## src/rtl/hyper_xfer_tracker.sv

```systemverilog
// Tracks outstanding hyperbus transfers as a FIFO of direction bits and emits start/done events.
// Optional head-transfer timeout is compiled in only when HYPER_XFER_TIMEOUT_EN is defined.
module hyper_xfer_tracker #(
  parameter int DEPTH = 4,
  parameter int TO_W  = 16
) (
  input  logic                     sys_clk_i,
  input  logic                     rstn_i,
  input  logic                     rx_start_i,
  input  logic                     tx_start_i,
  input  logic                     eot_i,
  input  logic                     clr_i,
  input  logic [TO_W-1:0]          to_limit_i,
  output logic [3:0]               evt_o,
  output logic [$clog2(DEPTH):0]   pending_o,
  output logic                     busy_o,
  output logic                     ovf_o,
  output logic                     spur_o,
  output logic                     timeout_o
);

  localparam int PW = $clog2(DEPTH);
  localparam int CW = PW + 1;

  logic          r_mem [DEPTH];
  logic [PW-1:0] r_wr_ptr;
  logic [PW-1:0] r_rd_ptr;
  logic [CW-1:0] r_count;
  logic [3:0]    r_evt;
  logic          r_ovf;
  logic          r_spur;

  logic          w_empty;
  logic          w_pop;
  logic          w_head;
  logic [CW-1:0] w_free;
  logic          w_push_rx;
  logic          w_push_tx;
  logic          w_drop;
  logic          w_spur;
  logic [PW-1:0] w_tx_ptr;
  logic [CW-1:0] w_count_next;

  // clr_i masks every queue action; the pop is evaluated first so its slot is reusable.
  always_comb begin
    w_empty      = (r_count == '0);
    w_pop        = eot_i && !w_empty && !clr_i;
    w_spur       = eot_i && w_empty && !clr_i;
    w_head       = r_mem[r_rd_ptr];
    w_free       = CW'(DEPTH) - r_count + CW'(w_pop);
    w_push_rx    = rx_start_i && !clr_i && (w_free != '0);
    w_push_tx    = tx_start_i && !clr_i && (w_free > CW'(rx_start_i));
    w_drop       = !clr_i && ((rx_start_i && !w_push_rx) || (tx_start_i && !w_push_tx));
    w_tx_ptr     = r_wr_ptr + PW'(w_push_rx);
    w_count_next = r_count + CW'(w_push_rx) + CW'(w_push_tx) - CW'(w_pop);
  end

  // Storage needs no reset: validity is carried entirely by the pointers and count.
  always_ff @(posedge sys_clk_i) begin
    if (w_push_rx) r_mem[r_wr_ptr] <= 1'b1;
    if (w_push_tx) r_mem[w_tx_ptr] <= 1'b0;
  end

  always_ff @(posedge sys_clk_i or negedge rstn_i) begin
    if (!rstn_i) begin
      r_wr_ptr <= '0;
      r_rd_ptr <= '0;
      r_count  <= '0;
      r_evt    <= '0;
      r_ovf    <= 1'b0;
      r_spur   <= 1'b0;
    end else begin
      r_evt <= {w_pop && !w_head, w_pop && w_head, tx_start_i, rx_start_i};
      if (clr_i) begin
        r_wr_ptr <= '0;
        r_rd_ptr <= '0;
        r_count  <= '0;
        r_ovf    <= 1'b0;
        r_spur   <= 1'b0;
      end else begin
        r_wr_ptr <= r_wr_ptr + PW'(w_push_rx) + PW'(w_push_tx);
        r_rd_ptr <= r_rd_ptr + PW'(w_pop);
        r_count  <= w_count_next;
        r_ovf    <= r_ovf | w_drop;
        r_spur   <= r_spur | w_spur;
      end
    end
  end

  assign evt_o     = r_evt;
  assign pending_o = r_count;
  assign busy_o    = !w_empty;
  assign ovf_o     = r_ovf;
  assign spur_o    = r_spur;

`ifdef HYPER_XFER_TIMEOUT_EN
  logic [TO_W-1:0] r_to_cnt;
  logic            r_timeout;

  // Counter measures how long the current head has been outstanding; it saturates.
  always_ff @(posedge sys_clk_i or negedge rstn_i) begin
    if (!rstn_i) begin
      r_to_cnt  <= '0;
      r_timeout <= 1'b0;
    end else if (clr_i) begin
      r_to_cnt  <= '0;
      r_timeout <= 1'b0;
    end else begin
      if (w_pop)
        r_to_cnt <= '0;
      else if (!w_empty && (r_to_cnt != '1))
        r_to_cnt <= r_to_cnt + 1'b1;
      if (!w_empty && (to_limit_i != '0) && (r_to_cnt == to_limit_i))
        r_timeout <= 1'b1;
    end
  end

  assign timeout_o = r_timeout;
`else
  logic w_unused_to_limit;
  assign w_unused_to_limit = ^to_limit_i;
  assign timeout_o         = 1'b0;
`endif

endmodule

```

## config.mk

```make
export PLATFORM = sky130hd
export DESIGN_NAME = hyper_xfer_tracker
export DESIGN_NICKNAME = d
export VERILOG_FILES = /design/src/rtl/hyper_xfer_tracker.sv
export SDC_FILE = /design/constraint.sdc
export NUM_CORES = 1
export LEC_CHECK = 0
export ABC_AREA = 1
export BUFFER_PORTS_ARGS = -buffer_cell sky130_fd_sc_hd__buf_4
export CAP_MARGIN = 0
export CORE_MARGIN = 5
export CORE_UTILIZATION = 31
export DETAILED_ROUTE_END_ITERATION = 6
export PLACE_DENSITY_LB_ADDON = 0.08
export REMOVE_ABC_BUFFERS = 1
export SYNTH_ARGS = -nofsm -noshare
export SYNTH_HDL_FRONTEND = slang
export SYNTH_SLANG_ARGS = --single-unit
```

## constraint.sdc

```tcl
create_clock -name sys_clk_i -period 4 [get_ports sys_clk_i]
set_input_delay 0 -clock sys_clk_i [delete_from_list [all_inputs] [get_ports sys_clk_i]]
set_output_delay 0 -clock sys_clk_i [all_outputs]
set_load 0.02 [all_outputs]
```

==> results.txt, run 1 <==
Wire length per cell after detailed routing - 10.3 µm
Ys async rst share - 0.765
Weighted congestion reported at the end of routability-driven placement - 0.720
Number of standard cells after synthesis - 129
Detailed-routing iteration count for the pre-antenna-repair pass - 4
Adder and majority cell fraction of the synthesized area - 0.125
Overall die height - 67.5 µm
Worst endpoint required time - 4.19 ns
Top fanout value on the critical path - 5
Area share of the largest cell type after synthesis - 0.318
Synth Warn # - 0
Most area-hungry cell type in the Yosys netlist - sky130_fd_sc_hd__dfrtp_1
Share of post-route cells with drive strength above 1 - 0.225
Via count of the first global-routing pass - 744
Final hold vios - 0
Number of remaining DRC errors - 0
Worst-case reg-to-reg path depth - 14
Number of levels in the clock H-tree - 1
HPWL after detailed placement - 1590 µm
Clock insertion delay at the later pin of the skew report - 0.29 ns
Overall track demand over capacity in global routing - 0.102
Worst supply voltage drop on vdd - 0.240 mV
Final setup skew - 0.00272 ns
Post-Place Cell Area - 1180 µm²
Cell area after synthesis - 1020 µm²
Number of clock buffers inserted by TritonCTS - 3
Cells after DPL - 186
Synth Area in Simple Gates - 0.291
Arrival time reported for the critical path endpoint - 3.31 ns
Cell area power density - 616 nW/µm²
Number of enable-type register cells in the synthesized netlist - 0
Part of the Yosys area used for sequential elements - 0.396
Number of buffers inserted by port buffering - 15
Number of top-level pins - 33
GR Overflow Total - 0
Area of the die - 4550 µm²
Via-to-Cell Ratio - 4.22
DIE WIDTH - 67.5 µm
Area of the core - 3100 µm²
Largest net degree at the start of global routing - 14
R2R Path End - pending_o[2]
Final number of setup-violating endpoints - 0
Sum of negative setup slack - 0 ns
Synth top area cells - sky130_fd_sc_hd__dfrtp_1, sky130_fd_sc_hd__inv_1, sky130_fd_sc_hd__ha_1
Antenna violations before repair - 0
Unrepaired setup endpoints after global routing - false
Initial DRC Count - 18
Number of clock sinks - 17
Final worst path period need - 3.12 ns
Post-route standard cell area excluding fillers - 1260 µm²
Count of pins over their slew limit - 0
Outcome - finished clean
Crit Path Class - reg2reg
Multiplexer share of the synthesized area - 0
Effective utilization at floorplan - 0.330
Leak pwr - 0.000692 µW
Period utilisation layout - 0.779
Number of storage elements in the synthesis netlist - 17
Highest attainable clock frequency - 0.321 GHz
Cell row count - 20
Number of different library cells in the post-synthesis netlist - 25
Pre-CTS setup slack - 0.880 ns
Via count - 822
Number of nets in the layout - 183
Wire length of the first global-routing pass - 3410 µm
CTS Buffer Depth - 2
CTS clock-pin slew for the worst setup and hold paths - 0.11 ns
Synth-to-Final Area Change - 22.7%
CTS tree - yes
Synthesized-area fraction occupied by xor and xnor cells - 0.0257
Syn_area_per_cell - 7.93 µm²
Clock Root Buffer - sky130_fd_sc_hd__clkbuf_4
Number of antenna diodes - 0
Reg-to-reg slack, setup - 0.88 ns
Type of origin of the critical path - flip-flop
Post-CTS setup-driven buffer insertion count - 0
Total wirelength of the detailed-routed design - 2010 µm
Count of nets left with antenna violations after detail routing - 0
Critical Path End Type - flip-flop
HP Class - in2async
Area fraction in compound gates after synthesis - 0.0367
Combinational family with the most area after synthesis - simple AND/OR/NAND/NOR gates
Final cell count without fillers - 195
Dominant register cell in the synthesized netlist - sky130_fd_sc_hd__dfrtp_1
Worst reg2reg path startpoint - pending_o[2]
# Max-Cap Violations - 0
Final WS setup - 0.884 ns
==> layout by cell type (no fill, tap or decap) <==
master / n
sky130_fd_sc_hd__a21oi_1: 3
sky130_fd_sc_hd__buf_4: 15
sky130_fd_sc_hd__clkbuf_4: 3
sky130_fd_sc_hd__clkinv_2: 1
sky130_fd_sc_hd__conb_1: 1
sky130_fd_sc_hd__dfrtp_1: 13
sky130_fd_sc_hd__dfxtp_1: 4
sky130_fd_sc_hd__dlygate4sd3_1: 5
sky130_fd_sc_hd__fa_1: 2
sky130_fd_sc_hd__ha_1: 7
sky130_fd_sc_hd__inv_1: 26
sky130_fd_sc_hd__inv_2: 4
sky130_fd_sc_hd__nand2_1: 22
sky130_fd_sc_hd__nand2_2: 4
sky130_fd_sc_hd__nand2_4: 1
sky130_fd_sc_hd__nand3_1: 11
sky130_fd_sc_hd__nand3_2: 1
sky130_fd_sc_hd__nand3_4: 1
sky130_fd_sc_hd__nand4_2: 1
sky130_fd_sc_hd__nor2_1: 16
sky130_fd_sc_hd__nor2_2: 2
sky130_fd_sc_hd__nor2_4: 1
sky130_fd_sc_hd__o211ai_1: 1
sky130_fd_sc_hd__o21ai_0: 2
sky130_fd_sc_hd__o21ai_1: 1
sky130_fd_sc_hd__xnor2_1: 1
sky130_fd_sc_hd__xor2_1: 2
==> registers in the layout, summed over array words and instances (netlist names) <==
register	cells
r_mem	4
r_wr_ptr	2
pending_o	3
evt_o	4
r_rd_ptr	2
spur_o	1
ovf_o	1
==> cell type report <==
| type | instances | area (µm²) |
|---|---|---|
| Sequential cell | 17 | 405 |
| Clock buffer | 3 | 22.5 |
| Clock inverter | 1 | 5.00 |
| Inverter | 30 | 113 |
| Tap cell | 44 | 55.1 |
| Multi-Input combinational cell | 80 | 493 |
| Fill cell | 356 | 1850 |
| Timing Repair Buffer | 20 | 163 |
==> power by group <==
part	total (µW)	internal [µW]	switching, µW
clock	95.7	37.2	58.5
sequential	265	224	40.4
combinational	414	165	248
total	774	427	347
==> through the flow <==
stage | hold WS [ns] | utilization | power (µW)
floorplan | -0.296 | - | 576
global placement | -0.140 | 0.380 | 679
detailed placement | -0.134 | 0.380 | 685
CTS | 0.0822 | 0.405 | 788
global route | 0.0802 | 0.405 | 857
finish | 0.0794 | 0.405 | 774
==> worst max path at each step <==
stage	startpoint	to	slack [ns]	depth (start not counted)
floorplan	pending_o[2]	pending_o[2]	0.94	14
global placement	pending_o[2]	pending_o[2]	0.89	14
detailed placement	pending_o[2]	pending_o[2]	0.88	14
CTS	pending_o[2]	pending_o[2]	0.86	14
global route	pending_o[1]	pending_o[2]	0.66	14
finish	pending_o[2]	pending_o[2]	0.88	14
==> cells by family after synthesis <==
logic type | Yosys count
AND/OR/NAND/NOR | 60
XOR/XNOR | 3
flip-flops | 17
adder cells (fa/ha/maj) | 9
buffers and inverters | 32
other | 1
AO/OA/AOI/OAI | 7
==> critical path, stage by stage (launching register included) <==
cell and delay [ns]:
sky130_fd_sc_hd__dfrtp_1 0.46, sky130_fd_sc_hd__nor2_1 0.15, sky130_fd_sc_hd__nand2_2 0.08, sky130_fd_sc_hd__nand3_2 0.11, sky130_fd_sc_hd__ha_1 0.15, sky130_fd_sc_hd__inv_1 0.04, sky130_fd_sc_hd__ha_1 0.31, sky130_fd_sc_hd__nor2_1 0.20
sky130_fd_sc_hd__nand3_4 0.11, sky130_fd_sc_hd__nand2_1 0.11, sky130_fd_sc_hd__ha_1 0.25, sky130_fd_sc_hd__fa_1 0.41, sky130_fd_sc_hd__fa_1 0.40, sky130_fd_sc_hd__o21ai_0 0.17, sky130_fd_sc_hd__a21oi_1 0.05
==> per-layer routing <==
layer | vias up | GRT usage | share of wire
met5 | - | 0 | 0
met4 | 0 | 0.0380 | 0.0095
met3 | 2 | 0.0200 | 0.048
met2 | 16 | 0.160 | 0.45
met1 | 373 | 0.137 | 0.49
li1 | 431 | - | -
==> cells in the mapped netlist (2+ instances only) <==
cell                      instances
sky130_fd_sc_hd__a21oi_1          3
sky130_fd_sc_hd__dfrtp_1         13
sky130_fd_sc_hd__dfxtp_1          4
sky130_fd_sc_hd__fa_1             2
sky130_fd_sc_hd__ha_1             7
sky130_fd_sc_hd__inv_1           26
sky130_fd_sc_hd__inv_2            4
sky130_fd_sc_hd__nand2_1         22
sky130_fd_sc_hd__nand2_2          4
sky130_fd_sc_hd__nand3_1         11
sky130_fd_sc_hd__nor2_1          16
sky130_fd_sc_hd__nor2_2           2
sky130_fd_sc_hd__o21ai_0          2
sky130_fd_sc_hd__xor2_1           2
==> what timing repair did <==
action / CTS / global route
hold endpoints to repair: 22 / 0
hold buffers: 5 / 0
resized for setup: 0 / 0
Power figures use the tool's default switching activity.
==> run 2: changes to the inputs <==
==> constraint.sdc (replaced) <==
create_clock -name sys_clk_i -period 3.1 [get_ports sys_clk_i]
set_input_delay 0 -clock sys_clk_i [delete_from_list [all_inputs] [get_ports sys_clk_i]]
set_output_delay 0 -clock sys_clk_i [all_outputs]
set_load 0.02 [all_outputs]
==> results.txt, run 2 (same netlist as run 1, synthesis figures left out) <==
Outcome - finished clean (unchanged)
CTS tree - yes (unchanged)
Number of buffers inserted by port buffering - 15 (unchanged)
Worst Path Buf+Inv - 1 (unchanged)
Reg-to-reg slack, setup - 0.22 ns (was 0.88 ns)
Crit Path Class - reg2reg (unchanged)
CTS clock-pin slew for the worst setup and hold paths - 0.12 ns (was 0.11 ns)
Clock insertion delay at the later pin of the skew report - 0.30 ns (was 0.29 ns)
HP Class - in2async (unchanged)
Weighted congestion reported at the end of routability-driven placement - 0.720 (about the same)
Period utilisation layout - 0.929 (was 0.779)
Leak pwr - 0.000712 µW (was 0.000692 µW)
Clock Root Buffer - sky130_fd_sc_hd__clkbuf_4 (unchanged)
Highest-delay cell along the critical path - sky130_fd_sc_hd__dfrtp_1 (unchanged)
Sequential cell area - 405 µm² (unchanged)
Overall track demand over capacity in global routing - 0.103 (was 0.102)
Final WS setup - 0.221 ns (was 0.884 ns)
Antenna violations before repair - 0 (unchanged)
Final hold vios - 0 (unchanged)
Number of top-level pins - 33 (unchanged)
Wire length per cell after detailed routing - 10.2 µm (was 10.3 µm)
Pre-CTS setup slack - 0.0672 ns (was 0.880 ns)
Number of nets in the layout - 187 (was 183)
Overall power of the completed layout - 1040 µW (was 774 µW)
Cell breakdown of the critical path - nor2_2 > nand2_2 > nand3_2 > ha_1 > inv_1 > ha_1 > nor2_2 > nand3_4 > nand2_1 > ha_1 > fa_2 > fa_1 > o21ai_0 > a21oi_1 (was nor2_1 > nand2_2 > nand3_2 > ha_1 > inv_1 > ha_1 > nor2_1 > nand3_4 > nand2_1 > ha_1 > fa_1 > fa_1 > o21ai_0 > a21oi_1)
Number of clock buffers inserted by TritonCTS - 3 (unchanged)
Number of levels in the clock H-tree - 1 (unchanged)
CTS Buffer Depth - 2 (unchanged)
HPWL after detailed placement - 1650 µm (was 1590 µm)
Via count - 824 (was 822)
Worst endpoint required time - 3.28 ns (was 4.19 ns)
Post-route standard cell area excluding fillers - 1290 µm² (was 1260 µm²)
Detailed-routing iteration count for the pre-antenna-repair pass - 2 (was 4)
Commonest cells after routing, fill and taps aside - sky130_fd_sc_hd__inv_1, sky130_fd_sc_hd__nand2_1, sky130_fd_sc_hd__buf_4 (was sky130_fd_sc_hd__inv_1, sky130_fd_sc_hd__nand2_1, sky130_fd_sc_hd__nor2_1)
Final setup skew - 0.0101 ns (was 0.00272 ns)
Count of pins over their slew limit - 0 (unchanged)
Sequential share of power - 0.319 (was 0.342)
Effective utilization at floorplan - 0.330 (unchanged)
R2R Path End - pending_o[2] (unchanged)
Via count of the first global-routing pass - 840 (was 744)
Final number of setup-violating endpoints - 0 (unchanged)
Highest attainable clock frequency - 0.347 GHz (was 0.321 GHz)
Cell row count - 20 (unchanged)
Critical Path End Type - flip-flop (unchanged)
Wire length of the first global-routing pass - 3590 µm (was 3410 µm)
Worst supply voltage drop on vdd - 0.294 mV (was 0.240 mV)
Arrival time reported for the critical path endpoint - 3.06 ns (was 3.31 ns)
Area of the core - 3100 µm² (unchanged)
Share of post-route cells with drive strength above 1 - 0.271 (was 0.225)
Leading cell type in the layout, fill and taps excluded - sky130_fd_sc_hd__inv_1 (unchanged)
Fraction of power spent switching nets - 0.444 (was 0.449)
Part of the total power dissipated in the clock network - 0.121 (was 0.124)
Sum of negative setup slack - 0 ns (unchanged)
Area of the die - 4550 µm² (unchanged)
Via-to-Cell Ratio - 4.14 (was 4.22)
Number of antenna diodes - 0 (unchanged)
Overall die height - 67.5 µm (unchanged)
# Max-Cap Violations - 0 (unchanged)
Number of remaining DRC errors - 0 (unchanged)
Cell-internal power - 581 µW (was 427 µW)
Worst-case reg-to-reg path depth - 14 (unchanged)
Critical Path Most Common Cell - sky130_fd_sc_hd__ha_1 (unchanged)
Share of power burned in combinational logic - 0.560 (was 0.535)
Type of origin of the critical path - flip-flop (unchanged)
Total wirelength of the detailed-routed design - 2030 µm (was 2010 µm)
Worst reg2reg path startpoint - pending_o[2] (unchanged)
GR Overflow Total - 0 (unchanged)
Area of the multi-input gates - 500 µm² (was 493 µm²)
Cell area power density - 807 nW/µm² (was 616 nW/µm²)
Count of nets left with antenna violations after detail routing - 0 (unchanged)
Post-Place Cell Area - 1200 µm² (was 1180 µm²)
Filler instances - 357 (was 356)
Synth-to-Final Area Change - 26.4% (was 22.7%)
Number of clock sinks - 17 (unchanged)
Share of the core filled with cells in the final layout - 0.417 (was 0.405)
DIE WIDTH - 67.5 µm (unchanged)
Unrepaired setup endpoints after global routing - false (unchanged)
Largest net degree at the start of global routing - 14 (unchanged)
Initial DRC Count - 16 (was 18)
Largest delay share family, worst path - adder cells (unchanged)
Peak per-stage delay on the critical path - 0.41 ns (was 0.46 ns)
Top fanout value on the critical path - 4 (was 5)
Final worst path period need - 2.88 ns (was 3.12 ns)
Switching power of the nets - 463 µW (was 347 µW)
==> run 2: worst reg2reg max path, stage by stage (launching register included) <==
cell and delay [ns]:
sky130_fd_sc_hd__dfrtp_1 0.41, sky130_fd_sc_hd__nor2_2 0.12, sky130_fd_sc_hd__nand2_2 0.07, sky130_fd_sc_hd__nand3_2 0.10, sky130_fd_sc_hd__ha_1 0.15, sky130_fd_sc_hd__inv_1 0.04
sky130_fd_sc_hd__ha_1 0.32, sky130_fd_sc_hd__nor2_2 0.14, sky130_fd_sc_hd__nand3_4 0.07, sky130_fd_sc_hd__nand2_1 0.10, sky130_fd_sc_hd__ha_1 0.26, sky130_fd_sc_hd__fa_2 0.37
sky130_fd_sc_hd__fa_1 0.38, sky130_fd_sc_hd__o21ai_0 0.17, sky130_fd_sc_hd__a21oi_1 0.06
==> run 2: per-stage QoR <==
stage / hold WS, ns / std cells
after floorplan: -0.296 / 127
after global placement: -0.140 / 189
after detailed placement: -0.141 / 189
after CTS: 0.0760 / 198
after global routing: 0.0705 / 199
final: 0.0750 / 199
==> run 2: final cells by class <==
type,count,area share
inverter,30,0.0870
tap,44,0.0426
multi-input combinational,80,0.387
timing repair buffer,24,0.149
clock inverter,1,0.00387
clock buffer,3,0.0174
sequential,17,0.313
==> run 2: repair_timing <==
item | 4_1_cts | 5_1_grt
setup endpoints to repair | 0 | 2
hold endpoints to repair | 22 | 0
resized for setup | 0 | 4
setup buffers | 0 | 1
hold buffers | 5 | 0
==> run 2: metal layers <==
layer	up-vias	wire length [µm]	track usage
met4	0	11	0.0380
met2	12	945	0.171
li1	438	-	-
met5	-	0	0
met3	2	77	0.0200
met1	372	998	0.132
==> run 2: power by group through the flow <==
stage	Clock (µW)	Combinational (µW)	Sequential, µW
final	126	584	333
after global routing	140	670	343
after CTS	132	578	334
after detailed placement	0	572	339
after global placement	0	564	336
after floorplan	0	371	372
==> run 2: worst max path at each step <==
stage	startpoint	endpoint	slack (ns)	cells after the start
floorplan	pending_o[2]	pending_o[2]	0.04	14
global placement	pending_o[0]	pending_o[2]	0.11	14
detailed placement	pending_o[0]	pending_o[2]	0.07	14
CTS	pending_o[0]	pending_o[2]	0.03	14
global route	pending_o[2]	pending_o[2]	0.06	14
finish	pending_o[2]	pending_o[2]	0.22	14
==> run 3: changes to the inputs <==
--- a/config.mk
+++ b/config.mk
@@ -5,13 +5,13 @@
 export SDC_FILE = /design/constraint.sdc
 export NUM_CORES = 1
 export LEC_CHECK = 0
-export ABC_AREA = 1
+export ABC_AREA = 0
 export BUFFER_PORTS_ARGS = -buffer_cell sky130_fd_sc_hd__buf_4
 export CAP_MARGIN = 0
 export CORE_MARGIN = 5
 export CORE_UTILIZATION = 31
 export DETAILED_ROUTE_END_ITERATION = 6
-export PLACE_DENSITY_LB_ADDON = 0.08
+export PLACE_DENSITY_LB_ADDON = 0.2
 export REMOVE_ABC_BUFFERS = 1
 export SYNTH_ARGS = -nofsm -noshare
 export SYNTH_HDL_FRONTEND = slang
==> results.txt, run 3 <==
Final worst path period need - 2.97 ns (was 2.88 ns)
Worst Path Buf+Inv - 2 (was 1)
Wire length per cell after detailed routing - 12.3 µm (was 10.2 µm)
Number of antenna diodes - 0 (unchanged)
Number of buffers inserted by port buffering - 15 (unchanged)
Leak pwr - 0.000604 µW (was 0.000712 µW)
Filler instances - 264 (was 357)
Cell area after synthesis - 888 µm² (was 1020 µm²)
Final setup skew - 0.0138 ns (was 0.0101 ns)
Number of levels in the clock H-tree - 1 (unchanged)
Number of enable-type register cells in the synthesized netlist - 0 (unchanged)
Final cell count without fillers - 147 (was 199)
Number of top-level pins - 33 (unchanged)
Number of clock buffers inserted by TritonCTS - 3 (unchanged)
Cells after DPL - 136 (was 189)
Worst endpoint required time - 3.32 ns (was 3.28 ns)
Critical Path End Type - flip-flop (unchanged)
Overall power of the completed layout - 1050 µW (was 1040 µW)
Logic depth of the worst path, buffers included - 14 (unchanged)
Highest-delay cell along the critical path - sky130_fd_sc_hd__dfrtp_1 (unchanged)
Clock Root Buffer - sky130_fd_sc_hd__clkbuf_4 (unchanged)
Via count of the first global-routing pass - 726 (was 840)
HPWL after detailed placement - 1400 µm (was 1650 µm)
CTS Buffer Depth - 2 (unchanged)
Area of the multi-input gates - 483 µm² (was 500 µm²)
Count of nets left with antenna violations after detail routing - 0 (unchanged)
GR Overflow Total - 0 (unchanged)
Final number of setup-violating endpoints - 0 (unchanged)
Worst supply voltage drop on vdd - 0.452 mV (was 0.294 mV)
Number of storage elements in the synthesis netlist - 17 (unchanged)
Share of post-route cells with drive strength above 1 - 0.388 (was 0.271)
Number of remaining DRC errors - 0 (unchanged)
Synth Warn # - 0 (unchanged)
Count of pins over their slew limit - 0 (unchanged)
Period utilisation layout - 0.959 (was 0.929)
Synth top area cells - sky130_fd_sc_hd__dfrtp_1, sky130_fd_sc_hd__ha_1, sky130_fd_sc_hd__dfxtp_1 (was sky130_fd_sc_hd__dfrtp_1, sky130_fd_sc_hd__inv_1, sky130_fd_sc_hd__ha_1)
Launch point of the critical path - pending_o[2] (unchanged)
Sequential cell area - 405 µm² (unchanged)
Leading cell types by count after synthesis - sky130_fd_sc_hd__dfrtp_1, sky130_fd_sc_hd__inv_1, sky130_fd_sc_hd__nor2_1 (was sky130_fd_sc_hd__inv_1, sky130_fd_sc_hd__nand2_1, sky130_fd_sc_hd__nor2_1)
Highest attainable clock frequency - 0.336 GHz (was 0.347 GHz)
Final hold vios - 0 (unchanged)
Cell area power density - 841 nW/µm² (was 807 nW/µm²)
Largest net degree at the start of global routing - 14 (unchanged)
Overall track demand over capacity in global routing - 0.101 (was 0.103)
CTS tree - yes (unchanged)
Post-Place Cell Area - 1110 µm² (was 1200 µm²)
Via count - 700 (was 824)
Number of standard cells after synthesis - 81 (was 129)
Initial DRC Count - 16 (unchanged)
Hold slack final - 0.0756 ns (was 0.0750 ns)
Outcome - finished clean (unchanged)
Top fanout value on the critical path - 2 (was 4)
Worst reg2reg path startpoint - pending_o[2] (unchanged)
Arrival time reported for the critical path endpoint - 3.19 ns (was 3.06 ns)
Wire length of the first global-routing pass - 3280 µm (was 3590 µm)
Overall die height - 63.5 µm (was 67.5 µm)
Area share of the largest cell type after synthesis - 0.366 (was 0.318)
Peak per-stage delay on the critical path - 0.40 ns (was 0.41 ns)
Cell row count - 19 (was 20)
Clock insertion delay at the later pin of the skew report - 0.29 ns (was 0.30 ns)
Number of nets in the layout - 148 (was 187)
HP Class - in2async (unchanged)
Most frequent cell after synthesis - sky130_fd_sc_hd__dfrtp_1 (was sky130_fd_sc_hd__inv_1)
DIE WIDTH - 63.5 µm (was 67.5 µm)
Area of the die - 4040 µm² (was 4550 µm²)
Sum of negative setup slack - 0 ns (unchanged)
Weighted congestion reported at the end of routability-driven placement - 0.737 (was 0.720)
Antenna violations before repair - 0 (unchanged)
Dominant register cell in the synthesized netlist - sky130_fd_sc_hd__dfrtp_1 (unchanged)
Post-route standard cell area excluding fillers - 1250 µm² (was 1290 µm²)
Syn_area_per_cell - 11.0 µm² (was 7.93 µm²)
Number of clock sinks - 17 (unchanged)
Crit Path Class - reg2reg (unchanged)
Area of the core - 2760 µm² (was 3100 µm²)
Cell breakdown of the critical path - nor3_2 > inv_1 > nand3_2 > ha_1 > inv_1 > ha_1 > nor2b_2 > a21o_2 > ha_4 > fa_2 > fa_2 > xor2_1 > and2_2 > nor3_2 (was nor2_2 > nand2_2 > nand3_2 > ha_1 > inv_1 > ha_1 > nor2_2 > nand3_4 > nand2_1 > ha_1 > fa_2 > fa_1 > o21ai_0 > a21oi_1)
Part of the Yosys area used for sequential elements - 0.456 (was 0.396)
Ys async rst share - 0.765 (unchanged)
# Max-Cap Violations - 0 (unchanged)
Effective utilization at floorplan - 0.322 (was 0.330)
Largest delay share family, worst path - adder cells (unchanged)
Synth-to-Final Area Change - 41.0% (was 26.4%)
Number of different library cells in the post-synthesis netlist - 28 (was 25)
CTS clock-pin slew for the worst setup and hold paths - 0.11 ns (was 0.12 ns)
Most area-hungry cell type in the Yosys netlist - sky130_fd_sc_hd__dfrtp_1 (unchanged)
Leading cell type in the layout, fill and taps excluded - sky130_fd_sc_hd__buf_4 (was sky130_fd_sc_hd__inv_1)
Total wirelength of the detailed-routed design - 1800 µm (was 2030 µm)
Via-to-Cell Ratio - 4.76 (was 4.14)
Commonest cells after routing, fill and taps aside - sky130_fd_sc_hd__buf_4, sky130_fd_sc_hd__dfrtp_1, sky130_fd_sc_hd__inv_1 (was sky130_fd_sc_hd__inv_1, sky130_fd_sc_hd__nand2_1, sky130_fd_sc_hd__buf_4)
Worst-case reg-to-reg path depth - 14 (unchanged)
Detailed-routing iteration count for the pre-antenna-repair pass - 4 (was 2)
Type of origin of the critical path - flip-flop (unchanged)
-- run 3: cell types whose count changed in the layout (fill, tap and decap cells not counted), moves of 5 or more --
cell / before / now
sky130_fd_sc_hd__inv_2: 5 / 0
sky130_fd_sc_hd__inv_1: 25 / 10
sky130_fd_sc_hd__nor2_1: 14 / 8
sky130_fd_sc_hd__buf_4: 19 / 28
sky130_fd_sc_hd__nand3_1: 11 / 0
sky130_fd_sc_hd__nand2_1: 22 / 3
-- run 3: stage by stage --
| stage | setup WS, ns | util |
|---|---|---|
| finish | 0.127 | 0.454 |
| global placement | -0.0327 | 0.402 |
| detailed placement | -0.109 | 0.402 |
| global route | -0.0121 | 0.454 |
| floorplan | -0.340 | - |
| CTS | 0.00278 | 0.438 |
-- run 3: power by group --
| part | switching, µW | total [µW] | internal, µW |
|---|---|---|---|
| Clock | 68.9 | 117 | 47.9 |
| Combinational | 285 | 609 | 324 |
| Sequential | 41.7 | 327 | 286 |
-- run 3: repair_timing --
item | in CTS | in global routing
pin swaps | 1 | 1
buffers inserted | 1 | 1
endpoints found under the hold margin | 23 | 0
gates resized for setup | 3 | 6
hold buffers | 5 | 0
setup endpoints to repair | 1 | 1
-- run 3: layout make-up --
type / count / share of cell area
Tap cell: 31 / 0.0310
Timing Repair Buffer: 33 / 0.208
Inverter: 10 / 0.0300
Multi-Input combinational cell: 52 / 0.386
Sequential cell: 17 / 0.324
Clock inverter: 1 / 0.00400
Clock buffer: 3 / 0.0180
-- run 3: path summary, 6_finish.rpt --
path / end / slack, ns
worst max-delay path: pending_o[2] / 0.13
worst max register to register: pending_o[2] / 0.13
worst min-delay path: pending_o[2] / 0.08
min in group sys_clk_i: evt_o[1] / 0.40
max in group asynchronous: evt_o[2] / 2.85
worst min register to register: ovf_o / 0.50
-- run 3: cell families (layout without fill, tap and decap cells) --
logic type                 count (synthesis)  in the layout  synth area share
and+or+nand+nor                           20             20             0.107
DFF                                       17             17             0.456
AOI/OAI and AO/OA                         14             14             0.138
buffers and inverters                     12             47            0.0563
adders and majority gates                  9              9             0.144
xor gates and xnor gates                   7              7            0.0690
other                                      1              1           0.00422
muxes                                      1              1            0.0254
-- run 3: routing by layer --
metal	up-vias	global-route usage	part of all wire
li1	351	-	-
met1	334	0.127	0.45
met2	13	0.159	0.49
met3	2	0.0320	0.045
met4	0	0.0390	0.014
met5	-	0	0
